==> src/rtl/product_serializer_if.sv <==
// Handshake bundle for the product serializer: a parallel-word input stream
// and a half-word output stream, each with valid/ready flow control.
interface product_serializer_if #(
  parameter int N = 16
);
  logic           in_valid;
  logic           in_ready;
  logic [N-1:0]   in_data;
  logic           out_valid;
  logic           out_ready;
  logic [N/2-1:0] out_data;
  logic           out_hi;
  logic           out_last;

  // Serializer side.
  modport slave (
    input  in_valid, in_data, out_ready,
    output in_ready, out_valid, out_data, out_hi, out_last
  );

  // Producer/consumer side.
  modport master (
    output in_valid, in_data, out_ready,
    input  in_ready, out_valid, out_data, out_hi, out_last
  );
endinterface

==> src/rtl/product_serializer.sv <==
// Splits each accepted N-bit word into two N/2-bit beats (order set by
// HIGH_FIRST) and counts fully emitted words modulo 256.
module product_serializer #(
  parameter int N          = 16,
  parameter bit HIGH_FIRST = 1'b1
) (
  input  logic                clk,
  input  logic                clear,
  product_serializer_if.slave bus,
  output logic [7:0]          word_count
);
  localparam int H = N / 2;

  typedef enum logic [1:0] {IDLE, FIRST, SECOND} state_t;

  state_t         state_q, state_d;
  logic [N-1:0]   word_q, word_d;
  logic [7:0]     count_q, count_d;

  logic           in_ready;
  logic           out_valid;
  logic [H-1:0]   out_data;
  logic           out_hi;
  logic           out_last;

  logic [H-1:0]   upper_half;
  logic [H-1:0]   lower_half;

  assign upper_half = word_q[N-1:H];
  assign lower_half = word_q[H-1:0];

  always_comb begin
    state_d   = state_q;
    word_d    = word_q;
    count_d   = count_q;
    in_ready  = 1'b0;
    out_valid = 1'b0;
    out_data  = '0;
    out_hi    = 1'b0;
    out_last  = 1'b0;

    case (state_q)
      IDLE: begin
        in_ready = 1'b1;
        if (bus.in_valid) begin
          word_d  = bus.in_data;
          state_d = FIRST;
        end
      end
      FIRST: begin
        out_valid = 1'b1;
        out_hi    = HIGH_FIRST;
        out_data  = HIGH_FIRST ? upper_half : lower_half;
        if (bus.out_ready) begin
          state_d = SECOND;
        end
      end
      SECOND: begin
        out_valid = 1'b1;
        out_last  = 1'b1;
        out_hi    = !HIGH_FIRST;
        out_data  = HIGH_FIRST ? lower_half : upper_half;
        // A new word may only enter when the current one is leaving,
        // which lets back-to-back words stream without a bubble.
        in_ready  = bus.out_ready;
        if (bus.out_ready) begin
          count_d = count_q + 8'd1;
          if (bus.in_valid) begin
            word_d  = bus.in_data;
            state_d = FIRST;
          end else begin
            state_d = IDLE;
          end
        end
      end
      default: begin
        state_d = IDLE;
      end
    endcase
  end

  always_ff @(posedge clk) begin
    if (clear) begin
      state_q <= IDLE;
      word_q  <= '0;
      count_q <= '0;
    end else begin
      state_q <= state_d;
      word_q  <= word_d;
      count_q <= count_d;
    end
  end

  assign bus.in_ready  = in_ready;
  assign bus.out_valid = out_valid;
  assign bus.out_data  = out_data;
  assign bus.out_hi    = out_hi;
  assign bus.out_last  = out_last;
  assign word_count    = count_q;

endmodule
==> src/flat_wrapper.sv <==
// flat-port wrapper written by rule: the top's interface ports become plain ports
module product_serializer_flat 
#(
  parameter int N          = 16,
  parameter bit HIGH_FIRST = 1'b1
)
  (clk, clear, word_count, bus_in_valid, bus_in_data, bus_out_ready, bus_in_ready, bus_out_valid, bus_out_data, bus_out_hi, bus_out_last);
  product_serializer_if #(.N(N)) bus_i ();
  input  logic clk;
  input  logic clear;
  output logic [7:0] word_count;
  input wire logic [$bits(bus_i.in_valid)-1:0] bus_in_valid;
  input wire logic [$bits(bus_i.in_data)-1:0] bus_in_data;
  input wire logic [$bits(bus_i.out_ready)-1:0] bus_out_ready;
  output wire logic [$bits(bus_i.in_ready)-1:0] bus_in_ready;
  output wire logic [$bits(bus_i.out_valid)-1:0] bus_out_valid;
  output wire logic [$bits(bus_i.out_data)-1:0] bus_out_data;
  output wire logic [$bits(bus_i.out_hi)-1:0] bus_out_hi;
  output wire logic [$bits(bus_i.out_last)-1:0] bus_out_last;
  assign bus_i.in_valid = bus_in_valid;
  assign bus_i.in_data = bus_in_data;
  assign bus_i.out_ready = bus_out_ready;
  assign bus_in_ready = bus_i.in_ready;
  assign bus_out_valid = bus_i.out_valid;
  assign bus_out_data = bus_i.out_data;
  assign bus_out_hi = bus_i.out_hi;
  assign bus_out_last = bus_i.out_last;
  product_serializer #(.N(N), .HIGH_FIRST(HIGH_FIRST)) u_core (.clk(clk), .clear(clear), .bus(bus_i), .word_count(word_count));
endmodule
==> config.mk <==
export PLATFORM = sky130hd
export DESIGN_NAME = product_serializer_flat
export DESIGN_NICKNAME = d
export VERILOG_FILES = /design/src/rtl/product_serializer_if.sv /design/src/rtl/product_serializer.sv /design/src/flat_wrapper.sv
export SDC_FILE = /design/constraint.sdc
export NUM_CORES = 1
export LEC_CHECK = 0
export CAP_MARGIN = 0
export CORE_MARGIN = 2
export CORE_UTILIZATION = 25
export DETAILED_ROUTE_END_ITERATION = 12
export DONT_BUFFER_PORTS = 1
export REMOVE_ABC_BUFFERS = 1
export SYNTH_ARGS = -nofsm -noshare
export SYNTH_HDL_FRONTEND = slang
export SYNTH_SLANG_ARGS = --single-unit
==> constraint.sdc <==
create_clock -name clk -period 4.08 [get_ports clk]
set_input_delay 0.612 -clock clk [delete_from_list [all_inputs] [get_ports clk]]
set_output_delay 0.612 -clock clk [all_outputs]
set_load 0.01 [all_outputs]
# Word level (Yosys, flattened, before mapping)
# Index checks and enable logic that the tools add are counted.
dict set report op_classes {
  add_sub_neg 1
  n_eq_ne 5
  n_mux 13
  n_reduce_logical 6
}
# operator n
set op_table {}
lappend op_table {{16-bit 2-to-1 mux} 2}
lappend op_table {{16-bit one-hot mux with 2 select lines} 1}
lappend op_table {{8-bit one-hot mux with 2 select lines} 1}
lappend op_table {{8-bit by 1-bit adder with 8-bit output (second input constant)} 1}
lappend op_table {{2-bit 2-to-1 mux} 3}
lappend op_table {{2-bit inequality test (second input constant)} 3}
lappend op_table {{2-bit one-hot mux with 3 select lines} 1}
lappend op_table {{1-bit 2-to-1 mux} 4}
lappend op_table {{2-bit AND reduction} 2}
lappend op_table {{3-bit AND reduction} 1}
lappend op_table {{2-bit by 1-bit equality test with 1-bit output (second input constant)} 1}
lappend op_table {{2-bit equality test (second input constant)} 1}
lappend op_table {{2-bit zero test} 1}
lappend op_table {{1-bit one-hot mux with 2 select lines} 1}
lappend op_table {{2-bit nonzero test} 1}
lappend op_table {{2-bit OR reduction} 1}
dict set report word_totals {
  register_bits 26
  input_bits 20
  out_inout_bits 20
  elab_cells 28
}

# Logic depth before layout (Yosys ltp)
# Gate-level depths: netlist of run 1.
dict set report logic_depth {
  word_depth 3
  ltp_mapped 7
  mapped_depth_nobuf 5
}

# Worst setup path after synthesis of run 1
# Ideal clock, no wire load.
dict set report synth_path {
  kind {register -> output}
  startpoint {register u_core.state_q[1]}
  endpoint {output bus_out_data[0]}
  arrival_time_ns 1.206
  required_ns 3.468
  setup_slack_ns 2.262
  stages_incl_launch_ff 6
  path_buffers 1
  cell_sequence {dfxtp_1 > inv_1 > ha_1 > clkbuf_1 > a22oi_1 > nor2b_1}
}
dict set report synth_via {
  elab_chain_len 2
  word_cells_on_any_way 3
}
# item line
set synth_rtl {}
lappend synth_rtl {{start: declaration} product_serializer.sv:16} ;# state_t state_q, state_d;
lappend synth_rtl {{start signal: assignment} product_serializer.sv:88} ;# state_q <= state_d;
lappend synth_rtl {{2-bit equality test / 2-bit by 1-bit equality test with 1-bit output (equally long branches)} product_serializer.sv:42} ;# case (state_q)
lappend synth_rtl {{8-bit one-hot mux with 2 select lines (*)} product_serializer.sv:42}
lappend synth_rtl {{end: declaration} flat_wrapper.sv:17} ;# output wire logic [$bits(bus_i.out_data)-1:0] bus_out_data;
# Every way passes the cells marked *; elsewhere a longest branch is shown, timed or not.

# Final worst setup path of run 1
dict set report layout_path {
  startpoint {register u_core.state_q[0]}
  endpoint {output bus_out_data[7]}
}
# The elaborated chain is that of the path after synthesis.

==> results of run 1 <==
==> final timing paths <==
kind,endpoint,slack (ns),startpoint,cells past startpoint
worst min-delay path,u_core.word_count[7],0.39,clear,1
worst min register to register,u_core.word_q[8],0.48,u_core.word_q[8],2
worst max register to register,u_core.word_q[15],2.03,u_core.state_q[0],5
worst max-delay path,bus_out_data[7],1.64,u_core.state_q[0],4
==> critical path, stage by stage, from the launching register on <==
cell and delay, ns:
dfxtp_1 0.36, inv_1 0.12, ha_1 0.61, a22oi_1 0.20
nor2b_1 0.27
==> metrics by stage <==
step           hold slack [ns]  cells  instance area (um2)
4_1_cts                  0.385    218                 1400
3_5_place_dp             0.460    214                 1350
5_1_grt                  0.378    218                 1400
3_3_place_gp             0.457    214                 1350
2_1_floorplan            0.447    144                 1260
6_report                 0.393    218                 1400
==> placed cells by master (no fill, tap or decap) <==
| cell type | instances |
|---|---|
| o21ai_0 | 11 |
| nand2_1 | 4 |
| o21bai_1 | 1 |
| a22oi_1 | 8 |
| clkbuf_8 | 4 |
| mux2_2 | 1 |
| inv_1 | 4 |
| o2111ai_1 | 1 |
| mux2i_4 | 1 |
| nor2b_1 | 9 |
| inv_2 | 1 |
| nand3_2 | 1 |
| nand3b_1 | 1 |
| o31ai_1 | 2 |
| ha_1 | 7 |
| or4_1 | 2 |
| nor2_1 | 2 |
| a21oi_1 | 24 |
| o21ba_2 | 1 |
| xor2_1 | 2 |
| nand4_2 | 1 |
| o21ai_1 | 10 |
| or3_1 | 3 |
| nand4_1 | 1 |
| a31o_2 | 1 |
| nand3_1 | 19 |
| dfxtp_1 | 26 |
==> power breakdown <==
group	internal [W]	total (W)	leakage, nW	switching (W)
logic	0.0000354	0.0000970	0.190	0.0000617
registers	0.000269	0.000279	0.212	0.00000981
clock network	0.0000864	0.000169	0.0288	0.0000824
total	0.000391	0.000545	0.431	0.000154
==> flip-flops by register name (all words and copies together), names as in the netlist <==
signal	count
u_core.word_q	16
u_core.word_count	8
u_core.state_q	2
==> cell type report <==
cell class / instances / area, um2 / share of cell area (%)
multi-input combinational: 113 / 718 / 51.3
clock buffer: 4 / 55.1 / 3.93
tap: 70 / 87.6 / 6.26
sequential: 26 / 520 / 37.2
inverter: 5 / 18.8 / 1.34
==> routing by layer <==
layer	part of all wire [%]	track usage (%)	vias to the layer above
met1	45	14.9	500
met4	0.58	2.18	0
met3	11	5.65	2
met2	43	16.5	45
li1	-	-	546
met5	0	0	-
==> cell families (layout without fill, tap and decap cells) <==
| logic type | count (synthesis) | after routing | synth area share [%] |
|---|---|---|---|
| xor+xnor | 2 | 2 | 1.32 |
| mux | 2 | 2 | 2.55 |
| flops | 26 | 26 | 39.3 |
| simple gates | 43 | 43 | 18.4 |
| fa+ha+maj | 7 | 7 | 6.62 |
| buf+inv | 17 | 9 | 6.43 |
| compound gates | 59 | 59 | 25.3 |
==> reports/metrics.cfg, run 1 <==
[status]
status=finished clean

[timing]
slew_headroom_pct=55.1
maxSlewViolCount=0
setup_viol=0
period_share_pct=59.8
worst_slack_ns=1.64
worst-slew-pin-transition_ns=0.673
period_minus_slack_ns=2.44
setup_tns_ns=0
rsz0062_at_grt=false
clock_skew_ns=0.00180
fmax_mhz=410
hold_viol_final=0

[grt]
antenna_found_initial=0
grt_overflow_total=0
grt_use_total_pct=11.3
grt_pass1_wl_mm=5.36
grt_pass1_vias=1022
grt_max_degree=27

[cells_and_area]
nets=176
n_antenna_cell=0
fillerInstances=572
post-route-util_pct=27.4
area_growth_pct=5.77
drive_gt1_share_pct=7.43

[floorplan]
die_y_um=76.8
rows=26
ios=40
fp.coreArea_mm2=0.00511
dieArea_mm2=0.00589
fp.dieW_um=76.8
initial_utilization_pct=25.9

[worst_hold_path]
hold_class=input port to flop

[pwr]
pwr_density_cell_mw_per_mm2=389
total_power_w=0.000545
vdd.ir_drop.worst_mv=0.191
leakage_nw=0.431

[clocking]
cts-root-buf=clkbuf_8
clkTransAtPathRegs_ns=0.09
clock_latency_ns=0.27
postCtsHoldBufs=0
numCtsBuffers=3
cts_tree=yes
clock_sinks=26
cts_resized=0
cts_max_level=1
clock_path_buffers=2
post_cts_buffers=0

[drt]
drt_iter0_drc=24
viasPerCell=5.01
routedWlPerCell_um=15.1
drtAntennaViolNets=0
drc=0
route.vias.total=1093
wl_mm=3.29
dr.pass1.iters=4

[yosys]
ys_seq_area_share_pct=39.3
synth_edf_count=0
yosys_warnings=0
synthFlopType=dfxtp_1
syn-mean-instance-area_um2=8.49
async_flop_share_pct=0
yosysTopAreaCell=dfxtp_1
synth_area_leaders=dfxtp_1 (39%), a21oi_1 (9.1%), nand3_1 (7.2%)
post-synth-top-count-cell=dfxtp_1
synth_top_area_share_pct=39.3
ys_types=30
ys_seq_elements=26
ys_top_cells_by_count=dfxtp_1 (26), a21oi_1 (24), nand3_1 (19)
syn_area_mm2=0.00132
synthCells=156

[placement]
post-place-ws_ns=1.93
gp_congestion=0.766
io_buffers=0
dp_hpwl_mm=2.18

[critical_path]
critPathLaunchType=flop
critPathKind=flop to output pin
arrival_ns=1.83
cp_data_required_time_ns=3.47
path_max_fanout=12
endpoint_kind=output pin

[flow_run]
maxCapViolCount=0

Power figures use the tool's default switching activity.
==> run 2, diff against run 1 <==
==> constraint.sdc (replaced) <==
create_clock -name clk -period 2 [get_ports clk]
set_input_delay 0.3 -clock clk [delete_from_list [all_inputs] [get_ports clk]]
set_output_delay 0.3 -clock clk [all_outputs]
set_load 0.01 [all_outputs]
==> run 2 against run 1 <==
Critical path depth increased by 1. Cell count up 0.92%. Wire length rose by 1.2%. Non-clock buffer count grew 2. Die area stayed put. Sequential share of layout area fell by 1.1 points. Clock skew rose by 0.0024 ns. First-iteration DRC count is 96% higher. Power is 120% higher. Combinational power rose by 110%. Design area up 3.1%. Highest routed layer unchanged.
==> reports/metrics.cfg, run 2 (same netlist as run 1, synthesis figures left out) <==
[clocking]
cts-root-buf=clkbuf_8
cts_max_level=1
clock_latency_ns=0.27
clkTransAtPathRegs_ns=0.09
clock_path_buffers=2
numCtsBuffers=3
clock_sinks=26
cts_tree=yes

[placement]
dp_hpwl_mm=2.32
dp_cells=216
post-place-ws_ns=0.292
io_buffers=0
gp_congestion=0.718

[timing]
period_share_pct=95.6
setup_tns_ns=0
setup_viol=0
rsz0062_at_grt=false
period_minus_slack_ns=1.91
hold_ws_ns=0.0841
clock_skew_ns=0.00415
maxSlewViolCount=0
worst-slew-pin-transition_ns=0.474
worst_slack_ns=0.0877
hold_viol_final=0
slew_headroom_pct=67.7
fmax_mhz=523

[critical_path]
cp_data_required_time_ns=1.70
crit_family=flip-flops
worstPathCellList=inv_1, ha_2, buf_4, a22oi_1, nor2b_1
critPathLaunchType=flop
endpoint_kind=output pin
slowest_stage=dfxtp_1
critPathBufInv=2
path_max_fanout=7
arrival_ns=1.61
critPathKind=flop to output pin
r2r-start=u_core.state_q[0]
worstSetupStartpoint=u_core.state_q[0]
max_stage_delay_ns=0.37

[cells_and_area]
n_antenna_cell=0
final_common_cell=dfxtp_1
nets=178
final_cell_mix=dfxtp_1 (26), a21oi_1 (24), nand3_1 (19)
area_growth_pct=9.07
drive_gt1_share_pct=12.0
largest_reg_flops=16
final_cells=220
max_flop_register=u_core.word_q

[pwr]
vdd.ir_drop.worst_mv=0.389
netSwitchingFraction_pct=26.4
pwr-share-clk_pct=36.4
leakage_nw=0.445
p_switching_w=0.000322
pwr_density_cell_mw_per_mm2=845
total_power_w=0.00122
intPower_w=0.000898
combPwrFrac_pct=16.8
p_seq_share_pct=46.8

[drt]
drtAntennaViolNets=0
viasPerCell=4.95
route.vias.total=1088
wl_mm=3.33
drt_iter0_drc=47
dr.pass1.iters=4
drc=0
routedWlPerCell_um=15.1

[grt]
grt_pass1_wl_mm=5.59
grt_pass1_vias=1094
grt_use_total_pct=11.7
grt_max_degree=27
grt_overflow_total=0
antenna_found_initial=0

[floorplan]
dieArea_mm2=0.00589
fp.coreArea_mm2=0.00511
die_y_um=76.8
initial_utilization_pct=25.9
ios=40
fp.dieW_um=76.8
rows=26

[worst_hold_path]
hold_class=input port to flop
min-delay-start=clear

[flow_run]
maxCapViolCount=0

[status]
status=finished clean

==> run 2: changes by cell type in the layout (fill, tap and decap cells not counted) <==
cell,previous run,this run
buf_4,0,2
bufinv_16,0,1
clkbuf_8,4,3
ha_1,7,4
ha_2,0,3
nor2b_1,9,7
nor2b_2,0,2
==> run 2: metal layers <==
layer | global-route usage, % | part of all wire [%]
met3 | 4.47 | 7.5
met2 | 18.8 | 43
met5 | 0 | 0
met4 | 1.64 | 0.57
met1 | 15.1 | 49
==> run 2: power groups by stage <==
stage                     Clock [W]  Combinational [W]  Sequential [W]
final                      0.000445           0.000205        0.000571
after global routing       0.000474           0.000232        0.000576
after CTS                  0.000451           0.000203        0.000570
after detailed placement          0           0.000201        0.000582
after global placement            0           0.000198        0.000582
after floorplan                   0           0.000153        0.000576
==> run 2: area by class of cell <==
cell class	count	area, um2
multi-input cells	113	731
clock inverters	1	30.0
well taps	70	87.6
flip-flops and latches	26	520
clock buffers	3	41.3
fillers	566	3660
repair buffers	2	15.0
inverters	5	18.8
==> run 2: what timing repair did <==
| action | CTS | global route |
|---|---|---|
| hold buffers | 0 | 0 |
| buffers inserted | 0 | 0 |
| pin swaps | 0 | 0 |
| endpoints found under the setup margin | 8 | 8 |
| resized for setup | 2 | 3 |
==> run 2: path summary, 6_finish.rpt <==
path,end,slack (ns),depth (start not counted)
worst max register to register,u_core.word_q[7],0.34,5
worst min register to register,u_core.word_q[10],0.47,2
worst max-delay path,bus_out_data[3],0.09,5
worst min-delay path,u_core.word_count[3],0.08,1
==> run 2: metrics by stage <==
step | utilization [%] | instance area (um2)
floorplan | - | 1260
global placement | 26.6 | 1360
detailed placement | 26.6 | 1360
CTS | 28.1 | 1440
global route | 28.3 | 1440
finish | 28.3 | 1440
==> run 3, diff against run 2 <==
--- a/config.mk
+++ b/config.mk
@@ -11,6 +11,7 @@
 export DETAILED_ROUTE_END_ITERATION = 12
 export DONT_BUFFER_PORTS = 1
 export REMOVE_ABC_BUFFERS = 1
+export SETUP_SLACK_MARGIN = 0.02
 export SYNTH_ARGS = -nofsm -noshare
 export SYNTH_HDL_FRONTEND = slang
 export SYNTH_SLANG_ARGS = --single-unit
==> run 3 against run 2 <==
Die area stayed put. Non-clock buffer count stayed put. Clock skew stayed put. Setup slack better by 0.030 ns. Clock power hardly changed. Utilization hardly changed. Register-to-register slack better by 0.03 ns. Worst hold slack stayed put. Combinational power hardly changed. Maximum frequency is 1.6% higher.
==> reports/metrics.cfg, run 3 (same netlist as run 1, synthesis figures left out) <==
[status]
status=finished clean

[floorplan]
dieArea_mm2=0.00589
ios=40
fp.coreArea_mm2=0.00511
initial_utilization_pct=25.9
rows=26
die_y_um=76.8
fp.dieW_um=76.8

[drt]
drt_iter0_drc=47
dr.pass1.iters=4
route.vias.total=1088
drtAntennaViolNets=0
drc=0
routedWlPerCell_um=15.1
viasPerCell=4.95
wl_mm=3.33

[clocking]
clkTransAtPathRegs_ns=0.09
clock_latency_ns=0.27
post_cts_buffers=0
clock_sinks=26
clock_path_buffers=2
cts_tree=yes
cts-root-buf=clkbuf_8
numCtsBuffers=3
cts_max_level=1

[timing]
fmax_mhz=531
worst_slack_ns=0.118
slew_headroom_pct=67.7
hold_ws_ns=0.0841
setup_tns_ns=0
hold_viol_final=0
period_minus_slack_ns=1.88
worst-slew-pin-transition_ns=0.474
maxSlewViolCount=0
clock_skew_ns=0.00415
setup_viol=0
period_share_pct=94.1
rsz0062_at_grt=false

[grt]
antenna_found_initial=0
grt_pass1_wl_mm=5.59
grt_use_total_pct=11.7
grt_pass1_vias=1094
grt_overflow_total=0
grt_max_degree=27

[pwr]
vdd.ir_drop.worst_mv=0.389
leakage_nw=0.446
total_power_w=0.00122
pwr_density_cell_mw_per_mm2=844

[critical_path]
r2r-start=u_core.state_q[0]
r2r_slack_ns=0.37
reg2reg_to=u_core.word_q[7]
critPathLaunchType=flop
worstPathCellList=inv_1, ha_2, buf_4, a22oi_1, nor2b_1
cp_data_required_time_ns=1.70
critPathKind=flop to output pin
max_stage_delay_ns=0.36
slowest_stage=dfxtp_2
crit_family=flip-flops
critPathBufInv=2
path_max_fanout=7
arrival_ns=1.58
reg2regPathDepth=5
endpoint_kind=output pin

[cells_and_area]
max_flop_register=u_core.word_q
multiInputGateArea_um2=731
final_cells=220
fillerInstances=565
area_growth_pct=9.17
final_common_cell=dfxtp_1
largest_reg_flops=16
nets=178
drive_gt1_share_pct=12.7
final_cell_mix=dfxtp_1 (25), a21oi_1 (24), nand3_1 (19)
regArea_um2=522
n_antenna_cell=0

[placement]
dp_hpwl_mm=2.32
post-place-ws_ns=0.292
io_buffers=0
dp_cells=216
gp_congestion=0.718

[worst_hold_path]
min-delay-start=clear
hold_class=input port to flop
holdPathStages=1
hold-path-endpoint=u_core.word_count[3]

[flow_run]
maxCapViolCount=0

-- run 3: worst max path at each step --
stage | startpoint | endpoint | slack [ns] | depth (start not counted)
floorplan | u_core.state_q[0] | u_core.word_q[10] | 0.36 | 5
global placement | u_core.state_q[1] | bus_out_data[0] | 0.32 | 4
detailed placement | u_core.state_q[0] | bus_out_data[7] | 0.29 | 5
CTS | u_core.state_q[0] | bus_out_data[0] | 0.03 | 3
global route | u_core.state_q[0] | bus_out_data[4] | 0.04 | 5
finish | u_core.state_q[0] | bus_out_data[3] | 0.12 | 5
-- run 3: layout make-up --
type	instances	area share [%]
sequential	26	36.1
inverter	5	1.30
tap	70	6.06
multi-input combinational	113	50.6
timing repair buffer	2	1.04
clock buffer	3	2.86
clock inverter	1	2.08
-- run 3: per-layer routing --
layer,vias up,share of wire (%),GRT usage [%]
met1,495,49,15.1
met5,-,0,0
li1,551,-,-
met3,2,7.5,4.47
met2,40,43,18.8
met4,0,0.57,1.64
-- run 3: where the power goes --
group | leakage (nW) | internal, W | switching (W)
sequential | 0.213 | 0.000550 | 0.0000209
clock | 0.0357 | 0.000268 | 0.000177
combinational | 0.197 | 0.0000803 | 0.000124
total | 0.446 | 0.000899 | 0.000322
-- run 3: per-stage QoR --
step	instance area (um2)	utilization [%]
after floorplan	1260	-
after global placement	1360	26.6
after detailed placement	1360	26.6
after CTS	1440	28.1
after global routing	1450	28.3
final	1450	28.3
-- run 3: timing repair --
| item | in CTS | in global routing |
|---|---|---|
| resized for setup | 2 | 4 |
| pin swaps | 0 | 0 |
| hold endpoints to repair | 0 | 0 |
| setup endpoints to repair | 8 | 8 |
| hold buffers | 0 | 0 |
==> patch, RTL diff (settings of run 2) <==
`HIGH_FIRST` is set to 1'b1 in 2 places; all go to 1'b0.
--- a/src/rtl/product_serializer.sv
+++ b/src/rtl/product_serializer.sv
@@ -4,3 +4,3 @@
   parameter int N          = 16,
-  parameter bit HIGH_FIRST = 1'b1
+  parameter bit HIGH_FIRST = 1'b0
 ) (
--- a/src/flat_wrapper.sv
+++ b/src/flat_wrapper.sv
@@ -4,3 +4,3 @@
   parameter int N          = 16,
-  parameter bit HIGH_FIRST = 1'b1
+  parameter bit HIGH_FIRST = 1'b0
 )
Behaviour: not the same (Yosys sat finds a counterexample within 4 cycles, from zero or initial values).
==> patch against run 2 <==
Critical path depth is the same; worst setup slack gained 0.018 ns; design area is the same; critical path type unchanged; total power shrank 1.0%; sequential cell count is the same; combinational power shrank 4%; largest cell class unchanged; area after synthesis grew 0.95%; highest routed layer unchanged; wire length shrank 4.2%; final cell count shrank 0.91%; register-to-register slack lost 0.02 ns.
==> patch: results (changes against run 2) <==
Run status - finished, final reports clean (unchanged)
Root Driver - clkbuf_8 (unchanged)
Sequential share of the synthesized area - 0.3895 (was 0.3932)
Syn Area/Cell - 8.566 um^2 (was 8.486 um^2)
Placed cell count - 214 (was 216)
Post-detailed-placement cell area - 0.001360 mm^2 (unchanged)
# diodes - 0 (unchanged)
Worst slack at placement - 0.2838 ns (was 0.2925 ns)
Largest delay share family, worst path - flip-flops (unchanged)
Global placement routability congestion - 0.7700 (was 0.7184)
Post-synth EDFFs - 0 (unchanged)
Clock latency on the worst-skew pair - 0.27 ns (about the same)
Slowest Stage Delay on Critical Path - 0.36 ns
Total Wirelength - 3.186 mm (was 3.326 mm)
Maximum vdd drop - 478.7 uV (was 388.9 uV)
Critical Path Fanout Max - 7 (unchanged)
Asr flop ratio synth - 0 (unchanged)
DRT Pass-1 Iters - 4 (unchanged)
CTS H-tree depth - 1 (unchanged)
Initial antenna violation count - 0 (unchanged)
Vias post-DR - 1115 (was 1088)
Vias in the first global route - 1023 (was 1094)
Routed length per instance - 14.61 um (was 15.12 um)
Rel. slew slack - 0.7020 (was 0.6773)
Largest net degree at the start of global routing - 27 (unchanged)
Fillers - 591 (was 566)
Gr usage total - 0.1065 (was 0.1166)
Leak - 0.4613 nW (was 0.4455 nW)
Hold Path Origin - clear (unchanged)
Port Buffers - 0 (unchanged)
Nets@finish - 176 (was 178)
Top cells by area, synth - dfxtp_1 39%, a21oi_1 9.0%, o21ai_0 7.5%, nand3_1 6.7%, ha_1 6.6% (was dfxtp_1 39%, a21oi_1 9.1%, nand3_1 7.2%, ha_1 6.6%, a22oi_1 4.5%)
Slowest cell on the critical path - dfxtp_1 (unchanged)
Skew final - 0.004761 ns (was 0.004154 ns)
CTS max path bufs - 2 (unchanged)
Hold Crit Class - in2reg (unchanged)
Synth warn - 0 (unchanged)
Yosys cell types - 31 (was 30)
First-pass GRT wire length - 5.078 mm (was 5.589 mm)
RR Startpoint - u_core.state_q[0] (unchanged)
Synth top cells by count - 26 x dfxtp_1, 24 x a21oi_1, 20 x o21ai_0 (was 26 x dfxtp_1, 24 x a21oi_1, 19 x nand3_1)
Share of layout cells above drive strength 1 - 0.1216 (was 0.1200)
Element type at the critical path start - flip-flop (unchanged)
Clock slew at reported path FFs - 0.10 ns
Max reg flops - 16 (unchanged)
Post-DP HPWL - 2.176 mm (was 2.315 mm)
Biggest register - u_core.word_q (unchanged)
CTS Buf Count - 3 (unchanged)
DRT iter0 DRCs - 41 (was 47)
[patch: changes by cell type in the layout (fill, tap and decap cells not counted), sizes merged]
cell,run 2,this run
o21ai,21,22
o31ai,2,1
or4,2,1
nand3,20,19
nand2,4,3
or3,3,4
buf,2,1
xnor2,0,1
inv,5,6
xor2,2,1
[patch: what timing repair did]
| action | CTS | global route |
|---|---|---|
| hold endpoints to repair | 0 | 0 |
| endpoints found under the setup margin | 5 | 4 |
| setup buffers | 0 | 0 |
| gates resized for setup | 1 | 4 |
| pin swaps | 0 | 0 |
[patch: layout make-up]
cell class	instances	area (um^2)	share of cell area
multi-input combinational	111	734.5	0.5087
sequential	26	520.5	0.3605
tap	70	87.58	0.06066
clock buffer	3	41.29	0.02860
clock inverter	1	30.03	0.02080
inverter	6	22.52	0.01560
timing repair buffer	1	7.507	0.005199
[patch: path summary, 6_finish.rpt]
kind	end	slack [ns]	cells past startpoint
max	bus_out_data[6]	0.11	5
min reg2reg	u_core.word_q[0]	0.47	2
min	u_core.word_q[14]	0.08	1
max reg2reg	u_core.word_count[6]	0.32	5
[patch: cell families (layout without fill, tap and decap cells)]
family                   after synthesis  in the layout  synth area share
flip-flops                            26             26            0.3895
XOR/XNOR                               2              2           0.01311
adder cells (fa/ha/maj)                7              7           0.06554
buffers and inverters                 19             11           0.07022
AO/OA/AOI/OAI                         59             59            0.2491
AND/OR/NAND/NOR                       41             41            0.1873
multiplexers                           2              2           0.02528
[patch: power by group]
part / switching (mW) / internal (mW)
Clock: 0.172 / 0.268
Combinational: 0.119 / 0.0781
Sequential: 0.0196 / 0.550
[patch: routing by layer]
layer | part of all wire | wire length (um) | vias up | GRT usage
met5 | 0 | 0 | - | 0
met4 | 0.015 | 48 | 0 | 0.02143
met3 | 0.082 | 262 | 4 | 0.04235
met2 | 0.47 | 1489 | 43 | 0.1693
met1 | 0.43 | 1385 | 526 | 0.1370
li1 | - | - | 542 | -
